[src/rtl/memory_port_arbiter_if.sv]
// rtl/memory_port_arbiter_if.sv - requester and bram port bundle for memory_port_arbiter
interface memory_port_arbiter_if #(
  parameter int ADDR_WIDTH = 32,
  parameter int DATA_WIDTH = 32
);
  logic                  f_req;
  logic [ADDR_WIDTH-1:0] f_addr;
  logic                  f_done;
  logic                  d_req;
  logic [ADDR_WIDTH-1:0] d_addr;
  logic                  d_write;
  logic [3:0]            d_byte_en;
  logic [DATA_WIDTH-1:0] d_wdata;
  logic                  d_done;
  logic [DATA_WIDTH-1:0] rdata;
  logic                  err;
  logic                  busy;
  logic                  mem_input_enable;
  logic [ADDR_WIDTH-1:0] mem_address;
  logic                  mem_write_enable;
  logic [3:0]            mem_byte_enable;
  logic [DATA_WIDTH-1:0] mem_write_data;
  logic                  mem_done_or_valid;
  logic [DATA_WIDTH-1:0] mem_read_data;

  modport slave (
    input  f_req, f_addr, d_req, d_addr, d_write, d_byte_en, d_wdata,
    input  mem_done_or_valid, mem_read_data,
    output f_done, d_done, rdata, err, busy,
    output mem_input_enable, mem_address, mem_write_enable, mem_byte_enable, mem_write_data
  );

  modport master (
    output f_req, f_addr, d_req, d_addr, d_write, d_byte_en, d_wdata,
    output mem_done_or_valid, mem_read_data,
    input  f_done, d_done, rdata, err, busy,
    input  mem_input_enable, mem_address, mem_write_enable, mem_byte_enable, mem_write_data
  );
endinterface

[src/rtl/memory_port_arbiter.sv]
// rtl/memory_port_arbiter.sv - round-robin fetch/load-store arbiter for a single bram port
// with a watchdog that aborts transactions the memory never acknowledges.
module memory_port_arbiter #(
  parameter int ADDR_WIDTH     = 32,
  parameter int DATA_WIDTH     = 32,
  parameter int TIMEOUT_CYCLES = 255
) (
  input  logic                  clock,
  input  logic                  reset,
  memory_port_arbiter_if.slave  bus
);
  typedef enum logic [1:0] {S_IDLE, S_ISSUE, S_WAIT, S_RESPOND} state_t;

  localparam logic [15:0] TMO = 16'(TIMEOUT_CYCLES);
  localparam logic GRANT_F = 1'b0;
  localparam logic GRANT_D = 1'b1;

  state_t                state_q, state_n;
  logic                  owner_q, owner_n;
  logic                  last_q, last_n;
  logic [15:0]           cnt_q, cnt_n;
  logic [ADDR_WIDTH-1:0] addr_q, addr_n;
  logic                  we_q, we_n;
  logic [3:0]            be_q, be_n;
  logic [DATA_WIDTH-1:0] wd_q, wd_n;
  logic [DATA_WIDTH-1:0] cap_q, cap_n;
  logic                  err_q, err_n;
  logic                  pick_d;

  always_ff @(posedge clock) begin
    if (!reset) begin
      state_q <= S_IDLE;
      owner_q <= GRANT_F;
      last_q  <= GRANT_F;
      cnt_q   <= '0;
      addr_q  <= '0;
      we_q    <= 1'b0;
      be_q    <= '0;
      wd_q    <= '0;
      cap_q   <= '0;
      err_q   <= 1'b0;
    end else begin
      state_q <= state_n;
      owner_q <= owner_n;
      last_q  <= last_n;
      cnt_q   <= cnt_n;
      addr_q  <= addr_n;
      we_q    <= we_n;
      be_q    <= be_n;
      wd_q    <= wd_n;
      cap_q   <= cap_n;
      err_q   <= err_n;
    end
  end

  // On a tie the side that did not win last time takes the port.
  assign pick_d = bus.d_req & (~bus.f_req | (last_q == GRANT_F));

  always_comb begin
    state_n = state_q;
    owner_n = owner_q;
    last_n  = last_q;
    cnt_n   = cnt_q;
    addr_n  = addr_q;
    we_n    = we_q;
    be_n    = be_q;
    wd_n    = wd_q;
    cap_n   = cap_q;
    err_n   = err_q;
    case (state_q)
      S_IDLE: begin
        if (bus.f_req || bus.d_req) begin
          owner_n = pick_d;
          last_n  = pick_d;
          if (pick_d) begin
            addr_n = bus.d_addr;
            we_n   = bus.d_write;
            be_n   = bus.d_byte_en;
            wd_n   = bus.d_wdata;
          end else begin
            addr_n = bus.f_addr;
            we_n   = 1'b0;
            be_n   = 4'b0000;
            wd_n   = '0;
          end
          state_n = S_ISSUE;
        end
      end
      S_ISSUE: begin
        cnt_n   = '0;
        state_n = S_WAIT;
      end
      S_WAIT: begin
        // An ack arriving on the limit cycle still completes normally.
        if (bus.mem_done_or_valid) begin
          cap_n   = bus.mem_read_data;
          err_n   = 1'b0;
          state_n = S_RESPOND;
        end else if (cnt_q == TMO) begin
          cap_n   = '0;
          err_n   = 1'b1;
          state_n = S_RESPOND;
        end else begin
          cnt_n = cnt_q + 16'd1;
        end
      end
      S_RESPOND: begin
        state_n = S_IDLE;
      end
      default: begin
        state_n = S_IDLE;
      end
    endcase
  end

  assign bus.mem_input_enable = (state_q == S_ISSUE);
  assign bus.busy             = (state_q != S_IDLE);
  assign bus.f_done           = (state_q == S_RESPOND) && (owner_q == GRANT_F);
  assign bus.d_done           = (state_q == S_RESPOND) && (owner_q == GRANT_D);
  assign bus.rdata            = (state_q == S_RESPOND) ? cap_q : '0;
  assign bus.err              = (state_q == S_RESPOND) && err_q;
  assign bus.mem_address      = addr_q;
  assign bus.mem_write_enable = we_q;
  assign bus.mem_byte_enable  = be_q;
  assign bus.mem_write_data   = wd_q;
endmodule

[src/flat_wrapper.sv]
// flat-port wrapper written by rule: the top's interface ports become plain ports
module memory_port_arbiter_flat 
#(
  parameter int ADDR_WIDTH     = 32,
  parameter int DATA_WIDTH     = 32,
  parameter int TIMEOUT_CYCLES = 255
)
  (clock, reset, bus_f_req, bus_f_addr, bus_d_req, bus_d_addr, bus_d_write, bus_d_byte_en, bus_d_wdata, bus_mem_done_or_valid, bus_mem_read_data, bus_f_done, bus_d_done, bus_rdata, bus_err, bus_busy, bus_mem_input_enable, bus_mem_address, bus_mem_write_enable, bus_mem_byte_enable, bus_mem_write_data);
  memory_port_arbiter_if #(.ADDR_WIDTH(ADDR_WIDTH), .DATA_WIDTH(DATA_WIDTH)) bus_i ();
  input  logic clock;
  input  logic reset;
  input wire logic [$bits(bus_i.f_req)-1:0] bus_f_req;
  input wire logic [$bits(bus_i.f_addr)-1:0] bus_f_addr;
  input wire logic [$bits(bus_i.d_req)-1:0] bus_d_req;
  input wire logic [$bits(bus_i.d_addr)-1:0] bus_d_addr;
  input wire logic [$bits(bus_i.d_write)-1:0] bus_d_write;
  input wire logic [$bits(bus_i.d_byte_en)-1:0] bus_d_byte_en;
  input wire logic [$bits(bus_i.d_wdata)-1:0] bus_d_wdata;
  input wire logic [$bits(bus_i.mem_done_or_valid)-1:0] bus_mem_done_or_valid;
  input wire logic [$bits(bus_i.mem_read_data)-1:0] bus_mem_read_data;
  output wire logic [$bits(bus_i.f_done)-1:0] bus_f_done;
  output wire logic [$bits(bus_i.d_done)-1:0] bus_d_done;
  output wire logic [$bits(bus_i.rdata)-1:0] bus_rdata;
  output wire logic [$bits(bus_i.err)-1:0] bus_err;
  output wire logic [$bits(bus_i.busy)-1:0] bus_busy;
  output wire logic [$bits(bus_i.mem_input_enable)-1:0] bus_mem_input_enable;
  output wire logic [$bits(bus_i.mem_address)-1:0] bus_mem_address;
  output wire logic [$bits(bus_i.mem_write_enable)-1:0] bus_mem_write_enable;
  output wire logic [$bits(bus_i.mem_byte_enable)-1:0] bus_mem_byte_enable;
  output wire logic [$bits(bus_i.mem_write_data)-1:0] bus_mem_write_data;
  assign bus_i.f_req = bus_f_req;
  assign bus_i.f_addr = bus_f_addr;
  assign bus_i.d_req = bus_d_req;
  assign bus_i.d_addr = bus_d_addr;
  assign bus_i.d_write = bus_d_write;
  assign bus_i.d_byte_en = bus_d_byte_en;
  assign bus_i.d_wdata = bus_d_wdata;
  assign bus_i.mem_done_or_valid = bus_mem_done_or_valid;
  assign bus_i.mem_read_data = bus_mem_read_data;
  assign bus_f_done = bus_i.f_done;
  assign bus_d_done = bus_i.d_done;
  assign bus_rdata = bus_i.rdata;
  assign bus_err = bus_i.err;
  assign bus_busy = bus_i.busy;
  assign bus_mem_input_enable = bus_i.mem_input_enable;
  assign bus_mem_address = bus_i.mem_address;
  assign bus_mem_write_enable = bus_i.mem_write_enable;
  assign bus_mem_byte_enable = bus_i.mem_byte_enable;
  assign bus_mem_write_data = bus_i.mem_write_data;
  memory_port_arbiter #(.ADDR_WIDTH(ADDR_WIDTH), .DATA_WIDTH(DATA_WIDTH), .TIMEOUT_CYCLES(TIMEOUT_CYCLES)) u_core (.clock(clock), .reset(reset), .bus(bus_i));
endmodule
[config.mk]
export PLATFORM = sky130hd
export DESIGN_NAME = memory_port_arbiter_flat
export DESIGN_NICKNAME = d
export VERILOG_FILES = /design/src/rtl/memory_port_arbiter_if.sv /design/src/rtl/memory_port_arbiter.sv /design/src/flat_wrapper.sv
export SDC_FILE = /design/constraint.sdc
export NUM_CORES = 1
export LEC_CHECK = 0
export ABC_CLOCK_PERIOD_IN_PS = 4800
export CORE_ASPECT_RATIO = 0.9
export CORE_MARGIN = 8
export CORE_UTILIZATION = 45
export DETAILED_ROUTE_END_ITERATION = 8
export GPL_ROUTABILITY_DRIVEN = 1
export PLACE_DENSITY = 0.83
export SLEW_MARGIN = 10
export SYNTH_ARGS = -nofsm -noshare
export SYNTH_HDL_FRONTEND = slang
export SYNTH_SLANG_ARGS = --single-unit
[constraint.sdc]
create_clock -name clock -period 4.8 [get_ports clock]
set_input_delay 0.48 -clock clock [delete_from_list [all_inputs] [get_ports clock]]
set_output_delay 0.48 -clock clock [all_outputs]
set_load 0.02 [all_outputs]
==> summary.md <==
| Metric | Value |
|---|---|
| Worst slew pin tran | 1.21 ns |
| Fmax | 344 MHz |
| Port Buffer Count | 243 |
| Fillers | 798 |
| Most common library cell in the layout ignoring fill and taps | clkdlybuf4s50_1 |
| Fin crit share | 0.605 |
| Die W | 130 um |
| Critical Path Fanout Max | 35 |
| Worst Setup End Kind | output pin |
| Post-route cell area | 8360 um2 |
| Post-route DRC | 0 |
| Area of the multi-input gates | 2660 um2 |
| WHS | 0.484 ns |
| Clk Tree Root Cell | clkbuf_16 |
| Setup TNS | 0 ns |
| CTS buffer count | 17 |
| Max_cap viols | 0 |
| Detailed Place HPWL | 12700 um |
| Fin crit period | 2.90 ns |
| WL met1 | 6740 um |
| Status | finished, final reports clean |
| Nets | 901 |
| First-pass GRT wire length | 27800 um |
| H-tree depth | 4 |
| Via/cell ratio | 5.50 |
| Crit Path Category | reg2out |
| Die ar. | 15500 um2 |
| Startpoint Class | flip-flop |
| Post-CTS Hold Buffers | 0 |
| GRT Overall Usage | 0.226 |
| Commonest cells after routing, fill and taps aside | clkdlybuf4s50_1 (242), dfxtp_1 (121), nand2_1 (59) |
| Synth Flop Type | dfxtp_1 |
| Number of antenna violations at the first check in global routing | 0 |
| CTS resizes | 0 |
| Routed wl met3 | 1870 um |
| Clk buf depth | 2 |
| Gpl congestion | 0.848 |
| CP Data Required Time | 4.32 ns |
| Clk_lat worst skew | 0.41 ns |
| Post-Route Skew | 0.00822 ns |
| CTS tree | built |
| Post-DRT Antenna Nets | 0 |
| Final Core Density | 0.731 |
| Sequential area share after synthesis | 0.458 |
| Setup repair after global routing missed its margin | false |
| Final setup fails | 0 |
| Wire length on met2 | 8660 um |
| Top Layer Used | met4 |
| Dpl cell area | 7760 um2 |
| Gr ovfl total | 0 |
| Initial core utilization | 0.462 |
| Register Area | 2420 um2 |
| Core box area | 11400 um2 |
| Post-Syn Area | 5280 um2 |
| Worst VDD drop | 0.481 mV |
| WL/cell | 19.2 um |
| Largest net degree at the start of global routing | 85 |
| Hold Vio Cnt, Final | 0 |
| Hold Crit Class | reg2reg |
| Relative slew slack | 0.179 |
| Site row count | 37 |
| TritonRoute pass-1 iters | 5 |
| Max-slew violations | 0 |
| I/O Pins | 244 |
| Post-CTS Repair Setup Buffers | 0 |
| FF+latch count, synth | 121 |
| Filler-free cell count of the finished design | 925 |
| Clk sinks | 121 |
| Post-synth cell types | 46 |
| Post-Syn Instances | 535 |
| YS warnings | 0 |
| Syn nets | 680 |
| Share of synthesized registers carrying an async set or reset | 0 |
| Iter 0 DRT Violations | 321 |
| Ant. Diodes | 0 |
| Area Overhead vs Synth | 58.2% |
| Reg clk slew, reported paths | 0.05 ns |
| Die span in y | 119 um |
| Dpl cells | 893 |
| PnR worst setup slack | 1.90 ns |
| P per Cell Area | 474 nW/um2 |
| EDFF count, synth | 0 |
| Via count | 5083 |
| Pre-CTS setup slack | 1.91 ns |
| DRT Wirelength | 17700 um |
| Critical path arrival | 2.42 ns |
| Mean Syn Cell Area | 9.88 um2 |
| Share of layout cells above drive strength 1 | 0.0637 |
| Final Power | 3.96 mW |
| Leakage | 3.42 nW |
| Vias in the first global route | 5296 |
==> layout make-up <==
type	count	area share
multi-input cells	362	0.318
clock inverters	12	0.0180
inverters	6	0.00269
well taps	156	0.0234
repair buffers	248	0.295
flip-flops and latches	121	0.290
clock buffers	20	0.0534
==> worst max-delay path: stages, from the launching register on <==
cell and delay [ns]:
dfxtp_1 0.38, ha_1 0.76, and2_1 0.23, clkdlybuf4s50_1 0.64
==> cell usage after synthesis, types with 2 or more instances <==
cell type / count / area (um2)
o221a_2: 2 / 22.5
a31o_2: 3 / 26.3
nand2b_1: 6 / 37.5
ha_1: 7 / 87.6
nor4b_1: 2 / 17.5
a22oi_1: 37 / 278
inv_1: 6 / 22.5
nand4_1: 7 / 43.8
and2_1: 36 / 225
buf_2: 5 / 25.0
nand4b_1: 2 / 17.5
clkbuf_1: 35 / 131
buf_1: 2 / 7.51
buf_6: 3 / 33.8
a21oi_1: 2 / 10.0
nor2b_1: 39 / 244
nor2_1: 9 / 33.8
o211a_1: 33 / 330
or4b_2: 2 / 20.0
a32o_1: 32 / 320
o21ai_0: 3 / 15.0
nor3_1: 6 / 30.0
nand3_1: 8 / 40.0
o211ai_1: 2 / 15.0
nand2_1: 59 / 221
and3_1: 4 / 25.0
nor4_1: 3 / 18.8
or4_1: 2 / 15.0
a31oi_1: 2 / 12.5
mux2i_1: 40 / 400
dfxtp_1: 121 / 2420
==> kinds of logic after synthesis <==
group,Yosys count,share of synthesized area
buf+inv,52,0.0431
simple gates,190,0.198
fa+ha+maj,7,0.0166
compound gates,125,0.208
mux,40,0.0758
flops,121,0.458
==> report_power, final <==
group / total, mW / switching, mW / internal, mW
Sequential: 1.31 / 0.114 / 1.20
Combinational: 1.37 / 0.755 / 0.618
Clock: 1.27 / 0.448 / 0.826
Total: 3.96 / 1.32 / 2.64
==> registers in the layout, indices dropped and copies added, names as in the netlist <==
name	flops
u_core.last_q	1
u_core.bus.mem_write_data	32
u_core.err_q	1
u_core.bus.mem_address	32
u_core.cap_q	32
u_core.cnt_q	16
u_core.bus.mem_write_enable	1
u_core.state_q	2
u_core.bus.mem_byte_enable	4
==> path summary, 6_finish.rpt <==
check,from,end,slack (ns),depth (start not counted)
worst max-delay path,u_core.state_q[1],bus_rdata[26],1.90,3
worst min-delay path,u_core.cap_q[12],u_core.cap_q[12],0.48,1
worst max register to register,u_core.cnt_q[8],u_core.cap_q[15],2.16,4
worst min register to register,u_core.cap_q[12],u_core.cap_q[12],0.48,1
==> metal layers <==
metal / track usage / up-vias
met1: 0.245 / 2409
met3: 0.0908 / 30
li1: - / 2402
met4: 0.109 / 0
met2: 0.376 / 242
met5: 0 / -
(Power assumes the default switching activity.)
